`src/rtl/inst_loader_pkg.sv`:
```
// Shared types for the boot-time instruction loader.
// The CSUM state exists only in builds with LOADER_CHECKSUM_EN defined.
package inst_loader_pkg;

   typedef logic [31:0] inst_t;
   typedef logic [31:0] addr_t;
   typedef logic [15:0] word_count_t;

   typedef enum logic [2:0] {
      ST_HDR_HI = 3'd0,
      ST_HDR_LO = 3'd1,
      ST_WORD   = 3'd2,
      ST_WRITE  = 3'd3,
`ifdef LOADER_CHECKSUM_EN
      ST_CSUM   = 3'd4,
`endif
      ST_DONE   = 3'd5,
      ST_ERR    = 3'd6
   } loader_state_t;

   // States in which a stream byte may be taken.
   function automatic logic loader_accepts(input loader_state_t s);
      logic w_acc;
      w_acc = (s == ST_HDR_HI) || (s == ST_HDR_LO) || (s == ST_WORD);
`ifdef LOADER_CHECKSUM_EN
      w_acc = w_acc || (s == ST_CSUM);
`endif
      return w_acc;
   endfunction

endpackage

```
`src/rtl/inst_loader_word_asm.sv`:
```
// Big-endian byte-to-word assembler: three held bytes plus the incoming one form the word.
// Combinational output, index advances on every shift; no backpressure of its own.
module inst_loader_word_asm
   import inst_loader_pkg::*;
(
   input  logic       i_clk,
   input  logic       i_rst,
   input  logic       i_shift,
   input  logic [7:0] i_byte,
   output inst_t      o_word,
   output logic       o_last
);

   logic [23:0] r_word;
   logic [1:0]  r_idx;

   always_ff @(posedge i_clk) begin
      if (i_rst) begin
         r_word <= '0;
         r_idx  <= '0;
      end else if (i_shift) begin
         r_word <= {r_word[15:0], i_byte};
         r_idx  <= r_idx + 2'd1;
      end
   end

   // First byte of a word ends up in [31:24] once three more have shifted in.
   assign o_word = {r_word, i_byte};
   assign o_last = (r_idx == 2'd3);

endmodule

```
`src/rtl/inst_loader.sv`:
```
// Boot loader: header count, big-endian words, one load strobe per word; optional XOR trailer (LOADER_CHECKSUM_EN).
// load one cycle after a word's 4th byte (5 cycles/word at full rate); in_ready low in WRITE/DONE/ERR.
module inst_loader
   import inst_loader_pkg::*;
#(
   parameter addr_t       BASE_ADDR = 32'h0000_0000,
   parameter int unsigned MAX_WORDS = 1024
) (
   input  logic       i_clk,
   input  logic       i_rst,
   input  logic       i_in_valid,
   input  logic [7:0] i_in_data,
   output logic       o_in_ready,
   output logic       o_load,
   output addr_t      o_load_addr,
   output inst_t      o_load_inst,
   output logic       o_cpu_hold,
   output logic       o_done,
   output logic       o_error
);

   localparam word_count_t LP_MAX = word_count_t'(MAX_WORDS);

   loader_state_t r_state;
   logic [7:0]    r_count_hi;
   word_count_t   r_remaining;
   addr_t         r_addr;
   logic          r_load;
   inst_t         r_load_inst;
   logic          r_hold;
   logic          r_done;
   logic          r_error;
`ifdef LOADER_CHECKSUM_EN
   logic [7:0]    r_xor;
`endif

   logic          w_accept;
   logic          w_shift;
   word_count_t   w_count;
   inst_t         w_word;
   logic          w_last;

   assign o_in_ready = !i_rst && loader_accepts(r_state);
   assign w_accept   = i_in_valid && o_in_ready;
   assign w_shift    = w_accept && (r_state == ST_WORD);
   assign w_count    = {r_count_hi, i_in_data};

   inst_loader_word_asm u_asm (
      .i_clk   (i_clk),
      .i_rst   (i_rst),
      .i_shift (w_shift),
      .i_byte  (i_in_data),
      .o_word  (w_word),
      .o_last  (w_last)
   );

   always_ff @(posedge i_clk) begin
      if (i_rst) begin
         r_state     <= ST_HDR_HI;
         r_count_hi  <= '0;
         r_remaining <= '0;
         r_addr      <= BASE_ADDR;
         r_load      <= 1'b0;
         r_load_inst <= '0;
         r_hold      <= 1'b1;
         r_done      <= 1'b0;
         r_error     <= 1'b0;
`ifdef LOADER_CHECKSUM_EN
         r_xor       <= '0;
`endif
      end else begin
         r_load <= 1'b0;
         case (r_state)
            ST_HDR_HI: begin
               if (w_accept) begin
                  r_count_hi <= i_in_data;
                  r_state    <= ST_HDR_LO;
               end
            end
            ST_HDR_LO: begin
               if (w_accept) begin
                  if (w_count > LP_MAX) begin
                     r_state <= ST_ERR;
                     r_error <= 1'b1;
                  end else if (w_count == '0) begin
`ifdef LOADER_CHECKSUM_EN
                     r_state <= ST_CSUM;
`else
                     r_state <= ST_DONE;
                     r_done  <= 1'b1;
                     r_hold  <= 1'b0;
`endif
                  end else begin
                     r_remaining <= w_count;
                     r_state     <= ST_WORD;
                  end
               end
            end
            ST_WORD: begin
               if (w_accept) begin
`ifdef LOADER_CHECKSUM_EN
                  r_xor <= r_xor ^ i_in_data;
`endif
                  if (w_last) begin
                     r_load      <= 1'b1;
                     r_load_inst <= w_word;
                     r_state     <= ST_WRITE;
                  end
               end
            end
            ST_WRITE: begin
               r_addr      <= r_addr + 32'd4;
               r_remaining <= r_remaining - 16'd1;
               if (r_remaining == 16'd1) begin
`ifdef LOADER_CHECKSUM_EN
                  r_state <= ST_CSUM;
`else
                  r_state <= ST_DONE;
                  r_done  <= 1'b1;
                  r_hold  <= 1'b0;
`endif
               end else begin
                  r_state <= ST_WORD;
               end
            end
`ifdef LOADER_CHECKSUM_EN
            ST_CSUM: begin
               if (w_accept) begin
                  if (i_in_data == r_xor) begin
                     r_state <= ST_DONE;
                     r_done  <= 1'b1;
                     r_hold  <= 1'b0;
                  end else begin
                     r_state <= ST_ERR;
                     r_error <= 1'b1;
                  end
               end
            end
`endif
            ST_DONE: r_state <= ST_DONE;
            ST_ERR:  r_state <= ST_ERR;
            default: begin
               r_state <= ST_ERR;
               r_error <= 1'b1;
            end
         endcase
      end
   end

   assign o_load      = r_load;
   assign o_load_addr = r_addr;
   assign o_load_inst = r_load_inst;
   assign o_cpu_hold  = r_hold;
   assign o_done      = r_done;
   assign o_error     = r_error;

endmodule

```
`config.mk`:
```
export PLATFORM = sky130hd
export DESIGN_NAME = inst_loader
export DESIGN_NICKNAME = d
export VERILOG_FILES = /design/src/rtl/inst_loader_pkg.sv /design/src/rtl/inst_loader_word_asm.sv /design/src/rtl/inst_loader.sv
export SDC_FILE = /design/constraint.sdc
export NUM_CORES = 1
export LEC_CHECK = 0
export CAP_MARGIN = 20
export CORE_ASPECT_RATIO = 0.9
export CORE_MARGIN = 2
export CORE_UTILIZATION = 41
export CTS_BUF_LIST = sky130_fd_sc_hd__clkbuf_8
export DETAILED_ROUTE_END_ITERATION = 12
export PLACE_DENSITY = 0.72
export SLEW_MARGIN = 10
export SYNTH_ARGS = -nofsm -noshare
export SYNTH_HDL_FRONTEND = slang
export SYNTH_SLANG_ARGS = --single-unit
```
`constraint.sdc`:
```
create_clock -name i_clk -period 4.5 [get_ports i_clk]
set_clock_uncertainty 0.2 [all_clocks]
set_input_delay 0.9 -clock i_clk [delete_from_list [all_inputs] [get_ports i_clk]]
set_output_delay 0.9 -clock i_clk [all_outputs]
set_load 0.1 [all_outputs]
```
# After elaboration in Yosys (flattened, before gate mapping)
# Index checks and enable logic that the tools add are counted.
# word_totals
wordCells,77
register_bits,121
# classes
add_sub_neg,3
bitwise_logic,3
n_lt_le_gt_ge,1
eq_ne,16
n_reduce_logical,17
mux,26
# ops
cell,n
$mux W16,3
$add A32 B3 Y32 const B,1
$pmux W16 S2,1
$mux W3,7
$eq A16 B1 Y1 const B,1
$gt A16 B11 Y1 const B,1
$logic_not A16 Y1,1
$sub A16 B1 Y16 const B,1
$pmux W3 S5,1
$ne A2 B2 Y1 const B,6
$mux W1,11
$reduce_and A4 Y1,2
$eq A3 B2 Y1 const B,2
$eq A3 B3 Y1 const B,2
$ne A2 B1 Y1 const B,3
$pmux W1 S2,3
$reduce_and A3 Y1,2
$reduce_and A5 Y1,1
$reduce_or A5 Y1,1
$eq A3 B1 Y1 const B,1
$logic_and A1 B1 Y1,3
$logic_not A3 Y1,1
$not A1 Y1,3
$reduce_or A3 Y1,1
6 further kinds,7

# Longest topological paths before layout
# logic_depth
word_depth,7
ltp_mapped,8

# Hierarchy
# Synthesis repeated with hierarchy kept, for this count alone.
# unflattened
hier_cells,613
area_unflattened_um2,5220.0
# by_module_without_submodules
module,cells_per_inst,area_per_inst_um2,seq_area_each_um2,n_inst
inst_loader,520,4202.8,1861.8,1
inst_loader_word_asm,93,1017.2,520.5,1

# Worst setup path before layout
# No wires, ideal clock.
# synth_timing
path_kind,input-to-output
from,in i_rst
to,out o_in_ready
t_arrival_ps,3583
setup_slack_ps,-183
stages,4
path_cell_list,buf_6 -> clkbuf_8 -> clkbuf_1 -> a211oi_1
# synth_via
elab_chain_len,2
# synth_rtl
element,line,source
"start, declared",inst_loader.sv:10,"input logic i_rst,"
$logic_not A1 Y1,inst_loader.sv:43,assign o_in_ready = !i_rst && loader_accepts(r_state);
$logic_and A1 B1 Y1,inst_loader.sv:43,
"end, declared",inst_loader.sv:13,"output logic o_in_ready,"
# No other way between the ends.

# Worst setup path in the final report
# layout_timing
from,"reg r_addr[20], in the netlist o_load_addr[20]"
to,out o_load_addr[20]
# layout_rtl
element,line,source
"start, declared",inst_loader.sv:27,addr_t r_addr;
"start signal, assigned",inst_loader.sv:112,r_addr <= r_addr + 32'd4;
"end, declared",inst_loader.sv:15,"output addr_t o_load_addr,"
# No word-level cell between the ends.

==> metrics.md <==
| Metric | Value |
|---|---|
| Post-synth top area cell | `dfxtp_1` |
| Mux contribution to synthesized area | `0.0195` |
| Clock power share | `0.408` |
| Critical Path Source Type | `flop` |
| Most frequent cells in the layout | `133 x nand2_1, 119 x dfxtp_1, 76 x a21oi_1` |
| Post-synthesis sequential area ratio | `0.465` |
| # port buffers | `77` |
| Most common cell after layout, fill and taps aside | `nand2_1` |
| Root Buffer | `clkbuf_8` |
| Slew margin rel. | `0.295` |
| Period utilisation layout | `0.701` |
| Max_cap viols | `0` |
| Final instance area | `6340 sq um` |
| Die ar. | `13,400 sq um` |
| Layout fillers | `1,120` |
| Drc violations | `0` |
| Core box area | `12,100 sq um` |
| Layout area overhead | `23.7%` |
| Wirelength per Cell | `14.0 microns` |
| Clock Path Buffers | `2` |
| Clock transition at the registers of the reported paths | `0.07 ns` |
| Vias per cell | `5.34` |
| EDFF count, synth | `0` |
| Initial Util | `0.423` |
| Unique masters post-synth | `58` |
| RSZ-0062 raised after global routing | `false` |
| Row count | `38` |
| Worst slew pin tran | `1.05 ns` |
| Met3 GRT Util | `0.0525` |
| Fin crit period | `3.15 ns` |
| Grt ovf | `0` |
| Critical path type | `flop to primary output` |
| Slowest stage delay, CP | `1.18 ns` |
| Post-CTS Setup Inserts | `0` |
| Syn Inst Count | `622` |
| Psw | `0.665 mW` |
| Post-route ant nets | `0` |
| Hold WC Path Type | `flop to flop` |
| Ports | `80` |
| Yosys Warn Count | `0` |
| Syn avg cell area | `8.24 sq um` |
| Max-slew violations | `0` |
| Synth Area in XOR/XNOR | `0.0427` |
| Die H | `110 microns` |
| Largest net degree at the start of global routing | `93` |
| Inserted Clock Buffers | `17` |
| Nets | `699` |
| Hold-fix buffer count after cts | `0` |
| CP delay by family, top | `buffers and inverters` |
| Multi-input gate area | `2500 sq um` |
| Data arrival, critical path | `2.05 ns` |
| Grt met1 use | `0.241` |
| CP Capture Type | `primary output` |
| Antenna violations before repair | `0` |
| DP Area | `5950 sq um` |
| F_max | `317 MHz` |
| CP cell instances | `clkdlybuf4s50_1` |
| Top-area cell type share of the netlist area | `0.465` |
| Cells after DPL | `825` |
| Total Wirelength | `12.0 mm` |
| H-tree lvl count | `4` |
| CTS tree | `done` |
| Peak VDD IR | `0.185 mV` |
| Internal power | `1.66 mW` |
| Worst Path Required | `3.40 ns` |
| Finish-stage setup viols | `0` |
| DP Wirelength | `8.10 mm` |
| Crit path max-delay cell type | `clkdlybuf4s50_1` |
| Ranking of synthesized cells by area | `dfxtp_1 46%, nand2_1 9.7%, a21oi_1 7.4%` |
| Asr flop ratio synth | `0` |
| Clock tree sinks | `119` |
| Post-Syn Area | `5120 sq um` |
| Synth Register Bits | `119` |
| Sequential fraction of design power | `0.478` |
| Critical-path maximum fanout | `5` |
| Global routing's busiest layer | `met2` |
| GRT Resource Usage Total | `0.186` |
| Skew-Pair Late Insertion Delay | `0.44 ns` |
| Run status | `complete, no violations` |
| Placer Congestion | `0.857` |
| Final hold viol count | `0` |
| Vias in the first global route | `4,161` |
| Fin cells | `857` |
| Combinational family with the most area after synthesis | `simple AND/OR/NAND/NOR gates` |
| TritonRoute pass-1 iters | `5` |
| Share of cells above drive strength 1 | `0.0803` |
| Storage cell area | `2380 sq um` |
| Simple-gate share of the synthesized area | `0.280` |
| Grt met2 use | `0.294` |
| Switching part of the total power | `0.286` |
| Global-route wire length before repair | `19.8 mm` |
| Via Count | `4,576` |
| Die Wd | `122 microns` |
| P per Cell Area | `367 nW/um^2` |
| Logic pwr share | `0.114` |
| Ant diodes | `0` |
| Worst path bufs/invs | `1` |
| TNS Setup | `0 ns` |
| Compound-gate portion of the synthesized area | `0.134` |
| Static leakage | `2.07 nW` |
| Ys flop type | `dfxtp_1` |
| Synth Area in Adders | `0.00977` |
| Post-CTS Resized | `0` |
| Number of DRC markers in iteration 0 | `467` |
==> sequential cells by signal, indices dropped and copies added, names as in the netlist, 2 cells and up <==
signal        cells
r_state           3
u_asm.r_idx       2
r_remaining      16
o_load_inst      32
r_count_hi        8
o_load_addr      30
u_asm.r_word     24
==> logic make-up (layout without fill, tap and decap cells) <==
family	count (synthesis)	count (layout)
flip-flops	119	119
buffers and inverters	55	129
adder cells (fa/ha/maj)	4	4
multiplexers	10	10
AND/OR/NAND/NOR	291	291
XOR/XNOR	25	25
AO/OA/AOI/OAI	117	117
other	1	2
==> cells in the mapped netlist, drive strengths merged (3+ instances only) <==
cell	n
mux2i	10
nor4	12
nand3	19
a311oi	6
and2	4
nor3	22
inv	14
nand2b	3
a21o	3
o21ai	10
and4	6
buf	8
o31ai	4
xor2	5
nand2	133
nor3b	3
or4b	3
or3	10
nand4b	4
clkbuf	33
nand4	5
or4	3
nor2	53
nor4b	3
a21oi	76
dfxtp	119
xnor2	20
a31oi	5
ha	4
==> power by group through the flow <==
| stage | combinational [mW] | clock [mW] | sequential, mW |
|---|---|---|---|
| floorplan | 0.204 | 0 | 1.13 |
| global placement | 0.256 | 0 | 1.14 |
| detailed placement | 0.263 | 0 | 1.14 |
| CTS | 0.264 | 0.962 | 1.11 |
| global route | 0.292 | 1.01 | 1.12 |
| finish | 0.266 | 0.949 | 1.11 |
==> through the flow <==
step	power (mW)	util	worst slack, ns	hold slack [ns]
2_1_floorplan	1.33	-	0.789	0.232
3_3_place_gp	1.39	0.491	1.09	0.238
3_5_place_dp	1.40	0.491	1.03	0.243
4_1_cts	2.34	0.523	1.33	0.252
5_1_grt	2.42	0.523	1.28	0.274
6_report	2.33	0.523	1.35	0.248
==> final cells by class <==
| cell class | count | share of cell area |
|---|---|---|
| repair buffers | 83 | 0.128 |
| multi-input cells | 449 | 0.395 |
| inverters | 14 | 0.00829 |
| flip-flops and latches | 119 | 0.376 |
| clock buffers | 17 | 0.0369 |
| clock inverters | 15 | 0.0243 |
| well taps | 160 | 0.0316 |
==> per-layer routing <==
layer	vias to the layer above	wire length, microns	share of wire
li1	2272	-	-
met1	2152	5530	0.46
met2	135	5440	0.45
met3	17	883	0.073
met4	0	189	0.016
met5	-	0	0
==> final timing paths <==
check | startpoint | to | slack, ns | depth (start not counted)
max | o_load_addr[20] | o_load_addr[20] | 1.35 | 1
min | o_done | o_done | 0.25 | 2
max reg2reg | r_state[0] | o_load_addr[26] | 1.83 | 5
min reg2reg | o_done | o_done | 0.25 | 2
No activity file was read; power rests on OpenSTA's default activity.
==> RTL edit (config.mk and constraints unchanged) <==
The 6 states of `loader_state_t` get a one-hot encoding in 6 bits.
--- a/src/rtl/inst_loader_pkg.sv
+++ b/src/rtl/inst_loader_pkg.sv
@@ -7,14 +7,14 @@
    typedef logic [15:0] word_count_t;
 
-   typedef enum logic [2:0] {
-      ST_HDR_HI = 3'd0,
-      ST_HDR_LO = 3'd1,
-      ST_WORD   = 3'd2,
-      ST_WRITE  = 3'd3,
+   typedef enum logic [5:0] {
+      ST_HDR_HI = 6'b000001,
+      ST_HDR_LO = 6'b000010,
+      ST_WORD   = 6'b000100,
+      ST_WRITE  = 6'b001000,
 `ifdef LOADER_CHECKSUM_EN
       ST_CSUM   = 3'd4,
 `endif
-      ST_DONE   = 3'd5,
-      ST_ERR    = 3'd6
+      ST_DONE   = 6'b010000,
+      ST_ERR    = 6'b100000
    } loader_state_t;
 
Formal check against the unedited RTL: no difference found for any inputs over 10 cycles, from zero or initial values and one cycle with i_rst high; not proved beyond that.
==> RTL edit against the original RTL <==
- register-to-register slack got worse by 140 ps
- routed wire length rose by 2.1%
- synthesized area increased by 2.6%
- via count rose by 1.3%
- sequential cell count is 3 higher
- setup slack got worse by 33 ps
- worst hold slack lost 2.4 ps
- count of clock-buffer cells in the layout grew 1
- design area rose by 1.3%
- non-clock buffer count shrank 3
- utilization is 1.3 points lower
Power is not compared: it rests on default switching activity, and its combinational part moved more than twofold at a synthesized area within 25%.
==> RTL edit: results (changes against the original RTL) <==
[final_layout]
largest_reg_flops=32  ; unchanged
final_nets=707  ; was 699
fillers=1229  ; was 1120
antenna_cells=0  ; unchanged
drive_gt1_share_pct=7.38  ; was 8.03%

[global_routing]
grt_pass1_wl_um=20400  ; was 19800 um
grt_pass1_vias=4409  ; was 4161
grt_max_degree=97  ; was 93
track_usage_pct=18.4  ; was 18.6%

[clock_tree]
cts_resized=0  ; unchanged
cts.clk_slew.worst_paths_ps=70  ; about the same
clockBufferDepth=2  ; unchanged
cts_htree_levels=4  ; unchanged
cts_made_buffers=17  ; unchanged
clk_latency_ps=450
post_cts_buffers=0  ; unchanged

[worst_setup_path]
worst_path_largest_cell_delay_ps=1190
crit_path_start=o_load_addr[26]  ; was o_load_addr[20]
rr_worst_depth=5  ; unchanged
cp_max_fo=7  ; was 5
critPathCapture=o_load_addr[26]  ; was o_load_addr[20]
crit-reg2reg-launch=r_state[2]  ; was r_state[0]
crit_path_top_delay_cell=clkdlybuf4s50_1  ; unchanged
crit_family=buffers and inverters  ; unchanged
crit_arrival_ps=2090  ; was 2050 ps
reg2reg_to=u_asm.r_word[20]  ; was o_load_addr[26]
r2r_slack_ps=1690  ; was 1830 ps

[synthesis]
synth_compound_gate_area_share_pct=13.8  ; was 13.4%
async_flop_share_pct=0  ; unchanged
synth_cell_types=61  ; was 58
synth_mux_area_share_pct=1.74  ; was 1.95%
synth_commonest_cells=139 x nand2_1, 122 x dfxtp_1, 76 x a21oi_1  ; was 133 x nand2_1, 119 x dfxtp_1, 76 x a21oi_1
yosys.area_share.xor_xnor_pct=4.50  ; was 4.27%
yosys_warnings=0  ; unchanged
synth-adder-area-share_pct=0.952  ; was 0.977%
synthTopCellsByArea=dfxtp_1 46%, nand2_1 9.9%, a21oi_1 7.2%, nor2_1 3.9%, xnor2_1 2.5%  ; was dfxtp_1 46%, nand2_1 9.7%, a21oi_1 7.4%, nor2_1 3.9%, xnor2_1 3.4%
ys_seq_area_share_pct=46.4  ; was 46.5%

[place]
place_hpwl_um=8420  ; was 8100 um
port_buffers=77  ; unchanged
postPlaceCellArea_um2=6030  ; was 5950 um2
finalWeightedCongestion=0.798  ; was 0.857

[power_and_ir_drop]
irDropWorstVdd_uv=273
leakage_uw=0.00216

[hold_path]
hold_class=flip-flop to flip-flop  ; unchanged

[sta]
slew_headroom_pct=33.1  ; was 29.5%

[drt]
drt-initial-drc-count=369  ; was 467
drt-pass1-iter-count=7  ; was 5
viasPerCell=5.34  ; about the same
wl_um=12300  ; was 12000 um

[run_status]
status=completed  ; unchanged

## RTL edit: per-layer routing
layer  vias up  wire length, um  global-route usage [%]
met5         -                0                       0
met4         0              160                    7.27
met3        17              653                    4.92
met2       110             5600                    27.8
met1      2204             5880                    25.0
li1       2306                -                       -
## RTL edit: worst min-delay path by stage
stage | startpoint | to | slack (ps) | cells past startpoint
floorplan | u_asm.r_word[16] | o_load_inst[24] | 230 | 2
global placement | o_done | o_done | 240 | 2
detailed placement | o_done | o_done | 240 | 2
CTS | o_done | o_done | 250 | 2
global route | u_asm.r_word[17] | o_load_inst[25] | 280 | 2
finish | o_done | o_done | 250 | 2
## RTL edit: final cells by class
class / instances / area share [%]
clock buffers: 18 / 3.86
clock inverters: 14 / 2.28
inverters: 14 / 0.818
multi-input cells: 457 / 39.5
flip-flops and latches: 122 / 38.0
well taps: 164 / 3.20
repair buffers: 80 / 12.3
## RTL edit: report_power, final
part	total (uW)	internal (uW)	switching [uW]
Sequential	1100	1090	11.6
Clock	964	507	457
Combinational	114	34.2	79.5
Total	2180	1630	548
## RTL edit: per-stage QoR
stage	cells	utilization (%)	worst slack, ps	hold WS, ps
3_3_place_gp	837	47.9	1110	237
5_1_grt	869	51.0	1260	277
6_report	869	51.0	1310	246
3_5_place_dp	837	47.9	1040	239
4_1_cts	869	51.0	1290	250
2_1_floorplan	633	-	655	232
## RTL edit: kinds of logic (layout without fill, tap and decap cells)
kind of cell	after synthesis	count (layout)
and+or+nand+nor	292	292
adders and majority gates	4	4
muxes	9	9
AOI/OAI and AO/OA	123	123
DFF	122	122
xor gates and xnor gates	27	27
buffers and inverters	54	126
other	1	2
